[config.mk]
export PLATFORM = sky130hd
export DESIGN_NAME = bus_reg_bank
export DESIGN_NICKNAME = d
export VERILOG_FILES = /design/src/rtl/bus_reg_pkg.sv /design/src/rtl/bus_reg_cell.sv /design/src/rtl/bus_reg_bank.sv
export SDC_FILE = /design/constraint.sdc
export NUM_CORES = 1
export LEC_CHECK = 0
export ABC_AREA = 1
export ABC_CLOCK_PERIOD_IN_PS = 2300
export BUFFER_PORTS_ARGS = -buffer_cell sky130_fd_sc_hd__buf_2
export CORE_ASPECT_RATIO = 0.7
export CORE_MARGIN = 5
export CORE_UTILIZATION = 45
export DETAILED_ROUTE_END_ITERATION = 8
export HOLD_SLACK_MARGIN = 0.06
export PLACE_DENSITY = 0.86
export SLEW_MARGIN = 10
export SYNTH_ARGS = -nofsm -noshare
export SYNTH_HDL_FRONTEND = slang
export SYNTH_SLANG_ARGS = --single-unit
[constraint.sdc]
create_clock -name i_Bus_Clk -period 2.3 [get_ports i_Bus_Clk]
set_input_delay 0.115 -clock i_Bus_Clk [delete_from_list [all_inputs] [get_ports i_Bus_Clk]]
set_output_delay 0.115 -clock i_Bus_Clk [all_outputs]
set_load 0.005 [all_outputs]
[src/rtl/bus_reg_pkg.sv]
// bus_reg_pkg
//   Shared definitions for the bus register bank:
//   - access mode encodings carried in the packed REG_MODE parameter
//   - byte_shift(): how many low address bits select a byte inside one
//     bus word, i.e. how far the byte address is shifted to get an index
package bus_reg_pkg;

   localparam logic [1:0] MODE_RW    = 2'b00;
   localparam logic [1:0] MODE_RO    = 2'b01;
   localparam logic [1:0] MODE_W1C   = 2'b10;
   localparam logic [1:0] MODE_PULSE = 2'b11;

   // 8-bit bus -> 0, 16-bit -> 1, 32-bit -> 2
   function automatic int byte_shift(input int bus_width);
      return $clog2(bus_width / 8);
   endfunction

endpackage

[src/rtl/bus_reg_cell.sv]
// bus_reg_cell
//   One register of the bank. Its behaviour is fixed at elaboration by MODE:
//     RW    : loads wr_data on wr_en, resets to INIT, reads back stored value
//     RO    : samples ro_in every cycle, reads back the sample, ignores writes
//     W1C   : sticky bits set by set_in, cleared by writing 1s; set wins
//     PULSE : presents wr_data for one cycle after a write, else 0; reads 0
// Ports
//   clk      : bus clock
//   rst_n    : synchronous active-low reset
//   wr_en    : accepted bus write addressed to this register
//   wr_data  : bus write data
//   ro_in    : read-only source (RO mode)
//   set_in   : per-bit set events (W1C mode)
//   value    : registered contents, drives the o_Reg_Flat slice
//   rd_value : value returned on a bus read
//   strobe   : one-cycle pulse after every accepted write
module bus_reg_cell
   import bus_reg_pkg::*;
#(
   parameter int                   BUS_WIDTH = 16,
   parameter logic [1:0]           MODE      = MODE_RW,
   parameter logic [BUS_WIDTH-1:0] INIT      = '0
) (
   input  logic                 clk,
   input  logic                 rst_n,
   input  logic                 wr_en,
   input  logic [BUS_WIDTH-1:0] wr_data,
   input  logic [BUS_WIDTH-1:0] ro_in,
   input  logic [BUS_WIDTH-1:0] set_in,
   output logic [BUS_WIDTH-1:0] value,
   output logic [BUS_WIDTH-1:0] rd_value,
   output logic                 strobe
);

   // Only RW registers carry a programmable reset value.
   localparam logic [BUS_WIDTH-1:0] RESET_VALUE = (MODE == MODE_RW) ? INIT : '0;

   logic [BUS_WIDTH-1:0] value_reg;
   logic [BUS_WIDTH-1:0] value_next;
   logic                 strobe_reg;

   always_comb begin
      value_next = value_reg;
      case (MODE)
         MODE_RW:  if (wr_en) value_next = wr_data;
         MODE_RO:  value_next = ro_in;
         // The OR with set_in comes last so a same-cycle set beats the clear.
         MODE_W1C: value_next = (value_reg & ~(wr_en ? wr_data : '0)) | set_in;
         default:  value_next = wr_en ? wr_data : '0;
      endcase
   end

   always_ff @(posedge clk) begin
      if (!rst_n) begin
         value_reg  <= RESET_VALUE;
         strobe_reg <= 1'b0;
      end else begin
         value_reg  <= value_next;
         strobe_reg <= wr_en;
      end
   end

   assign value    = value_reg;
   assign rd_value = (MODE == MODE_PULSE) ? '0 : value_reg;
   assign strobe   = strobe_reg;

endmodule

[src/rtl/bus_reg_bank.sv]
// bus_reg_bank
//   Parametrised register bank on the FPGA bus. NUM_REGS registers of
//   BUS_WIDTH bits, each with an access mode taken from REG_MODE.
// Ports
//   i_Bus_Clk, i_Bus_Rst_L       : clock, synchronous active-low reset
//   i_Bus_CS, i_Bus_Wr_Rd_n      : command strobe and direction (1 = write)
//   i_Bus_Addr8, i_Bus_Wr_Data   : byte address and write data
//   o_Bus_Rd_Data, o_Bus_Rd_DV   : registered read data and its valid pulse
//   o_Bus_Err                    : pulse for a command beyond NUM_REGS
//   i_Reg_Flat, i_Set_Flat       : RO sources and W1C set events, flattened
//   o_Reg_Flat                   : all register contents, flattened
//   o_Wr_Strobe                  : per-register write pulse
//   o_Irq                        : registered OR of every W1C bit
module bus_reg_bank
   import bus_reg_pkg::*;
#(
   parameter int                            BUS_WIDTH  = 16,
   parameter int                            NUM_REGS   = 4,
   parameter int                            ADDR_WIDTH = 8,
   parameter logic [2*NUM_REGS-1:0]         REG_MODE   = '0,
   parameter logic [NUM_REGS*BUS_WIDTH-1:0] REG_INIT   = '0
) (
   input  logic                            i_Bus_Clk,
   input  logic                            i_Bus_Rst_L,
   input  logic                            i_Bus_CS,
   input  logic                            i_Bus_Wr_Rd_n,
   input  logic [ADDR_WIDTH-1:0]           i_Bus_Addr8,
   input  logic [BUS_WIDTH-1:0]            i_Bus_Wr_Data,
   output logic [BUS_WIDTH-1:0]            o_Bus_Rd_Data,
   output logic                            o_Bus_Rd_DV,
   output logic                            o_Bus_Err,
   input  logic [NUM_REGS*BUS_WIDTH-1:0]   i_Reg_Flat,
   input  logic [NUM_REGS*BUS_WIDTH-1:0]   i_Set_Flat,
   output logic [NUM_REGS*BUS_WIDTH-1:0]   o_Reg_Flat,
   output logic [NUM_REGS-1:0]             o_Wr_Strobe,
   output logic                            o_Irq
);

   localparam int SHIFT = byte_shift(BUS_WIDTH);

   logic [ADDR_WIDTH-1:0] index;
   logic [NUM_REGS-1:0]   hit;
   logic [NUM_REGS-1:0]   wr_en;
   logic [NUM_REGS-1:0]   w1c_any;
   logic [BUS_WIDTH-1:0]  rd_vals [NUM_REGS];
   logic [BUS_WIDTH-1:0]  rd_mux;
   logic                  in_range;
   logic                  rd_cmd;

   logic [BUS_WIDTH-1:0]  rd_data_reg;
   logic                  rd_dv_reg;
   logic                  err_reg;
   logic                  irq_reg;

   // Byte-offset bits drop out here, so 0x00 and 0x01 hit the same word.
   assign index    = i_Bus_Addr8 >> SHIFT;
   assign in_range = |hit;
   assign rd_cmd   = i_Bus_CS & ~i_Bus_Wr_Rd_n;

   genvar gi;
   generate
      for (gi = 0; gi < NUM_REGS; gi++) begin : g_reg
         localparam logic [1:0] MODE = REG_MODE[2*gi +: 2];

         assign hit[gi]   = (index == ADDR_WIDTH'(gi));
         // Gating with reset drops a command that coincides with reset.
         assign wr_en[gi] = i_Bus_Rst_L & i_Bus_CS & i_Bus_Wr_Rd_n & hit[gi];

         bus_reg_cell #(
            .BUS_WIDTH (BUS_WIDTH),
            .MODE      (MODE),
            .INIT      (REG_INIT[gi*BUS_WIDTH +: BUS_WIDTH])
         ) u_cell (
            .clk      (i_Bus_Clk),
            .rst_n    (i_Bus_Rst_L),
            .wr_en    (wr_en[gi]),
            .wr_data  (i_Bus_Wr_Data),
            .ro_in    (i_Reg_Flat[gi*BUS_WIDTH +: BUS_WIDTH]),
            .set_in   (i_Set_Flat[gi*BUS_WIDTH +: BUS_WIDTH]),
            .value    (o_Reg_Flat[gi*BUS_WIDTH +: BUS_WIDTH]),
            .rd_value (rd_vals[gi]),
            .strobe   (o_Wr_Strobe[gi])
         );

         assign w1c_any[gi] = (MODE == MODE_W1C) ? |o_Reg_Flat[gi*BUS_WIDTH +: BUS_WIDTH] : 1'b0;
      end
   endgenerate

   // One-hot OR mux; an out-of-range index hits nothing and yields 0.
   always_comb begin
      rd_mux = '0;
      for (int i = 0; i < NUM_REGS; i++) begin
         if (hit[i]) rd_mux = rd_mux | rd_vals[i];
      end
   end

   always_ff @(posedge i_Bus_Clk) begin
      if (!i_Bus_Rst_L) begin
         rd_data_reg <= '0;
         rd_dv_reg   <= 1'b0;
         err_reg     <= 1'b0;
         irq_reg     <= 1'b0;
      end else begin
         rd_dv_reg <= rd_cmd;
         if (rd_cmd) rd_data_reg <= rd_mux;
         err_reg   <= i_Bus_CS & ~in_range;
         irq_reg   <= |w1c_any;
      end
   end

   assign o_Bus_Rd_Data = rd_data_reg;
   assign o_Bus_Rd_DV   = rd_dv_reg;
   assign o_Bus_Err     = err_reg;
   assign o_Irq         = irq_reg;

endmodule

==> impl_metrics.json <==
{
  "dr.pass1.iters": 6,
  "arrival_ns": 1.89,
  "pwr-share-seq": 0.466,
  "grt_pass1_wl_mm": 18.5,
  "whs_endpoint": "g_reg[1].u_cell.rd_value[11]",
  "max_slew_margin": 0.521,
  "setup_slack_ns": 0.672,
  "layout_common_cells": "buf_2 (112), nor2_1 (88), dfxtp_1 (86)",
  "die_x_um": 116,
  "synth_top_family_by_area": "simple AND/OR/NAND/NOR gates",
  "drive_above_1_share": 0.255,
  "fin_skew_ns": 0.00420,
  "cts_resized": 0,
  "grtUsageTotal": 0.245,
  "grt_pass1_vias": 3531,
  "synth-edff-count": 0,
  "clockBufferDepth": 2,
  "synth_top_area_frac": 0.483,
  "ys.flop_type": "dfxtp_1",
  "ys_ff_latch": 86,
  "num_rows": 27,
  "synthArstFlopShare": 0,
  "netlist_top_cells_area": "dfxtp_1 (48%), nand3_1 (9.4%), nor2_1 (9.3%)",
  "finalHoldViolations": 0,
  "largest_reg_flops": 64,
  "dr_total_vias": 3775,
  "endpoint_kind": "flop",
  "start_util": 0.456,
  "slowest_stage": "dlygate4sd3_1",
  "grt_use_met2": 0.341,
  "synthToLayoutAreaGrowth_pct": 25.1,
  "gp_congestion": 0.984,
  "fmax_mhz": 614,
  "grt_use_met1": 0.348,
  "muxShareOfSynthArea": 0,
  "drt_iter0_drc": 380,
  "finalSetupViolCount": 0,
  "outcome": "complete, no violations",
  "min-delay-start": "i_Bus_Wr_Data[11]",
  "report.power.total_mw": 3.25,
  "fin_crit_sh": 0.708,
  "synth_cell_types": 22,
  "yosys_warnings": 0,
  "drc": 0,
  "register_area_mm2": 0.00172,
  "cts-htree-levels": 3,
  "p_sw_mw": 0.702,
  "hpwlAfterDp_mm": 8.62,
  "synth_adder_area_share": 0,
  "ys_seq_area_frac": 0.483,
  "use_met3": 0.107,
  "ant_nets": 0,
  "worstPathRequired_ns": 2.57,
  "internal-power_mw": 2.55,
  "finalNetCount": 744,
  "fp.coreArea_mm2": 0.00780,
  "grt.overflow.total": 0,
  "synth_compound_area_frac": 0.146,
  "ios": 243,
  "numCtsBuffers": 9,
  "die_area_mm2": 0.00982,
  "cts_tree": "done",
  "crit_chain": "dlygate4sd3_1 > buf_2 > nand3_1 > inv_2 > nand2_2 > inv_2 > nor2_1 > nor2_1",
  "powerDensity_mw_per_mm2": 730,
  "leakage_nw": 1.99,
  "layout_commonest_cell": "buf_2",
  "avgRoutedWirePerCell_um": 17.3,
  "synth_top_area_cell": "dfxtp_1",
  "pre_cts_slack_ns": 0.708,
  "syn_nets": 644,
  "holdPathStages": 3,
  "r2r_start": "g_reg[2].u_cell.rd_value[1]",
  "clkPwrFrac": 0.474,
  "r2r_end": "o_Bus_Rd_Data[1]",
  "diodes": 0,
  "syn_inst": 488,
  "multiInputGateArea_mm2": 0.00155,
  "busiest_layer": "met1",
  "period_needed_ns": 1.63,
  "max_slew.worst_pin.slew_ns": 0.718,
  "synthSimpleGateAreaFrac": 0.289,
  "dieHeight_um": 84.4,
  "start_kind": "primary input",
  "clkSlewWorstSetupHoldPaths_ns": 0.06,
  "power_switching_share": 0.216,
  "cts_root_buffer": "clkbuf_16",
  "r2r_cells": 4,
  "cp_max_fo": 17,
  "vdd_drop_max_mv": 0.463,
  "portBuffers": 112,
  "netlist_area_mm2": 0.00356,
  "synth_xor_area_frac": 0,
  "cts_sinks": 86,
  "rsz0062_at_grt": "false",
  "clk_latency_ns": 0.34,
  "fill_cells": 752,
  "p_comb_frac": 0.059,
  "path_class": "primary input to flop",
  "fin_tns_setup_ns": 0,
  "antenna_found_initial": 0,
  "maxCapViolations": 0,
  "totalWireLength_mm": 12.0,
  "rrSetupSlack_ns": 1.39,
  "finalMaxSlewViolations": 0,
  "cp_slowest_stage_delay_ns": 0.51,
  "syn_area_per_cell_um2": 7.30,
  "viasPerCell": 5.45,
  "hp-class": "primary input to flop",
  "grt_max_degree": 56
}
layer usage:
layer	share of wire	vias to the layer above
met2	0.40	224
met4	0.020	0
li1	-	1800
met3	0.15	20
met5	0	-
met1	0.43	1731
area by class of cell:
class | count | share of cell area
Clock buffer | 12 | 0.0553
Clock inverter | 3 | 0.0154
Inverter | 27 | 0.0227
Multi-Input combinational cell | 342 | 0.348
Sequential cell | 86 | 0.386
Tap cell | 101 | 0.0284
Timing Repair Buffer | 122 | 0.143
power groups by stage:
stage | logic (mW) | clock network, mW | registers [mW]
after floorplan | 0.100 | 0 | 1.55
after global placement | 0.182 | 0 | 1.55
after detailed placement | 0.187 | 0 | 1.55
after CTS | 0.190 | 1.55 | 1.52
after global routing | 0.213 | 1.63 | 1.52
final | 0.193 | 1.54 | 1.52
cell usage after synthesis (2+ instances only):
library cell	number
a21oi_1	43
buf_2	13
buf_4	8
buf_6	2
clkbuf_1	9
dfxtp_1	86
inv_1	18
inv_2	8
nand2_1	72
nand2_2	3
nand3_1	67
nor2_1	88
nor2_4	3
o21ai_0	23
o21ai_1	38
cells by family (layout without fill, tap and decap cells):
| logic type | count (synthesis) | after routing |
|---|---|---|
| and+or+nand+nor | 237 | 237 |
| AOI/OAI and AO/OA | 104 | 104 |
| DFF | 86 | 86 |
| buffers and inverters | 60 | 164 |
| other | 1 | 1 |
worst max path at each step:
stage / startpoint / endpoint / slack [ns] / cells past startpoint
2_1_floorplan: i_Bus_Addr8[5] / g_reg[3].u_cell.rd_value[10] / 1.23 / 7
4_1_cts: i_Bus_Wr_Rd_n / g_reg[0].u_cell.rd_value[3] / 0.72 / 8
3_5_place_dp: i_Bus_Addr8[4] / g_reg[0].u_cell.rd_value[3] / 0.71 / 8
6_report: i_Bus_Wr_Rd_n / g_reg[0].u_cell.rd_value[3] / 0.67 / 8
3_3_place_gp: i_Bus_Addr8[5] / o_Bus_Rd_Data[11] / 0.76 / 9
5_1_grt: i_Bus_Wr_Rd_n / g_reg[0].u_cell.rd_value[7] / 0.59 / 8
critical path: cells and delay by family:
family	cells	cell delay (ns)
buf+inv	4	1.18
simple gates	4	0.60
repair_timing:
action,4_1_cts,5_1_grt
hold endpoints to repair,1,0
hold buffers,1,0
setup buffers,0,0
stage by stage:
| step | cell area [um2] | hold WS [ns] | util | instances |
|---|---|---|---|---|
| 4_1_cts | 4460 | 0.0618 | 0.571 | 693 |
| 2_1_floorplan | 3560 | 0.230 | - | 488 |
| 6_report | 4460 | 0.0651 | 0.571 | 693 |
| 3_5_place_dp | 4130 | 0.371 | 0.529 | 677 |
| 5_1_grt | 4460 | 0.0684 | 0.571 | 693 |
| 3_3_place_gp | 4130 | 0.359 | 0.529 | 677 |
Power figures use the tool's default switching activity.
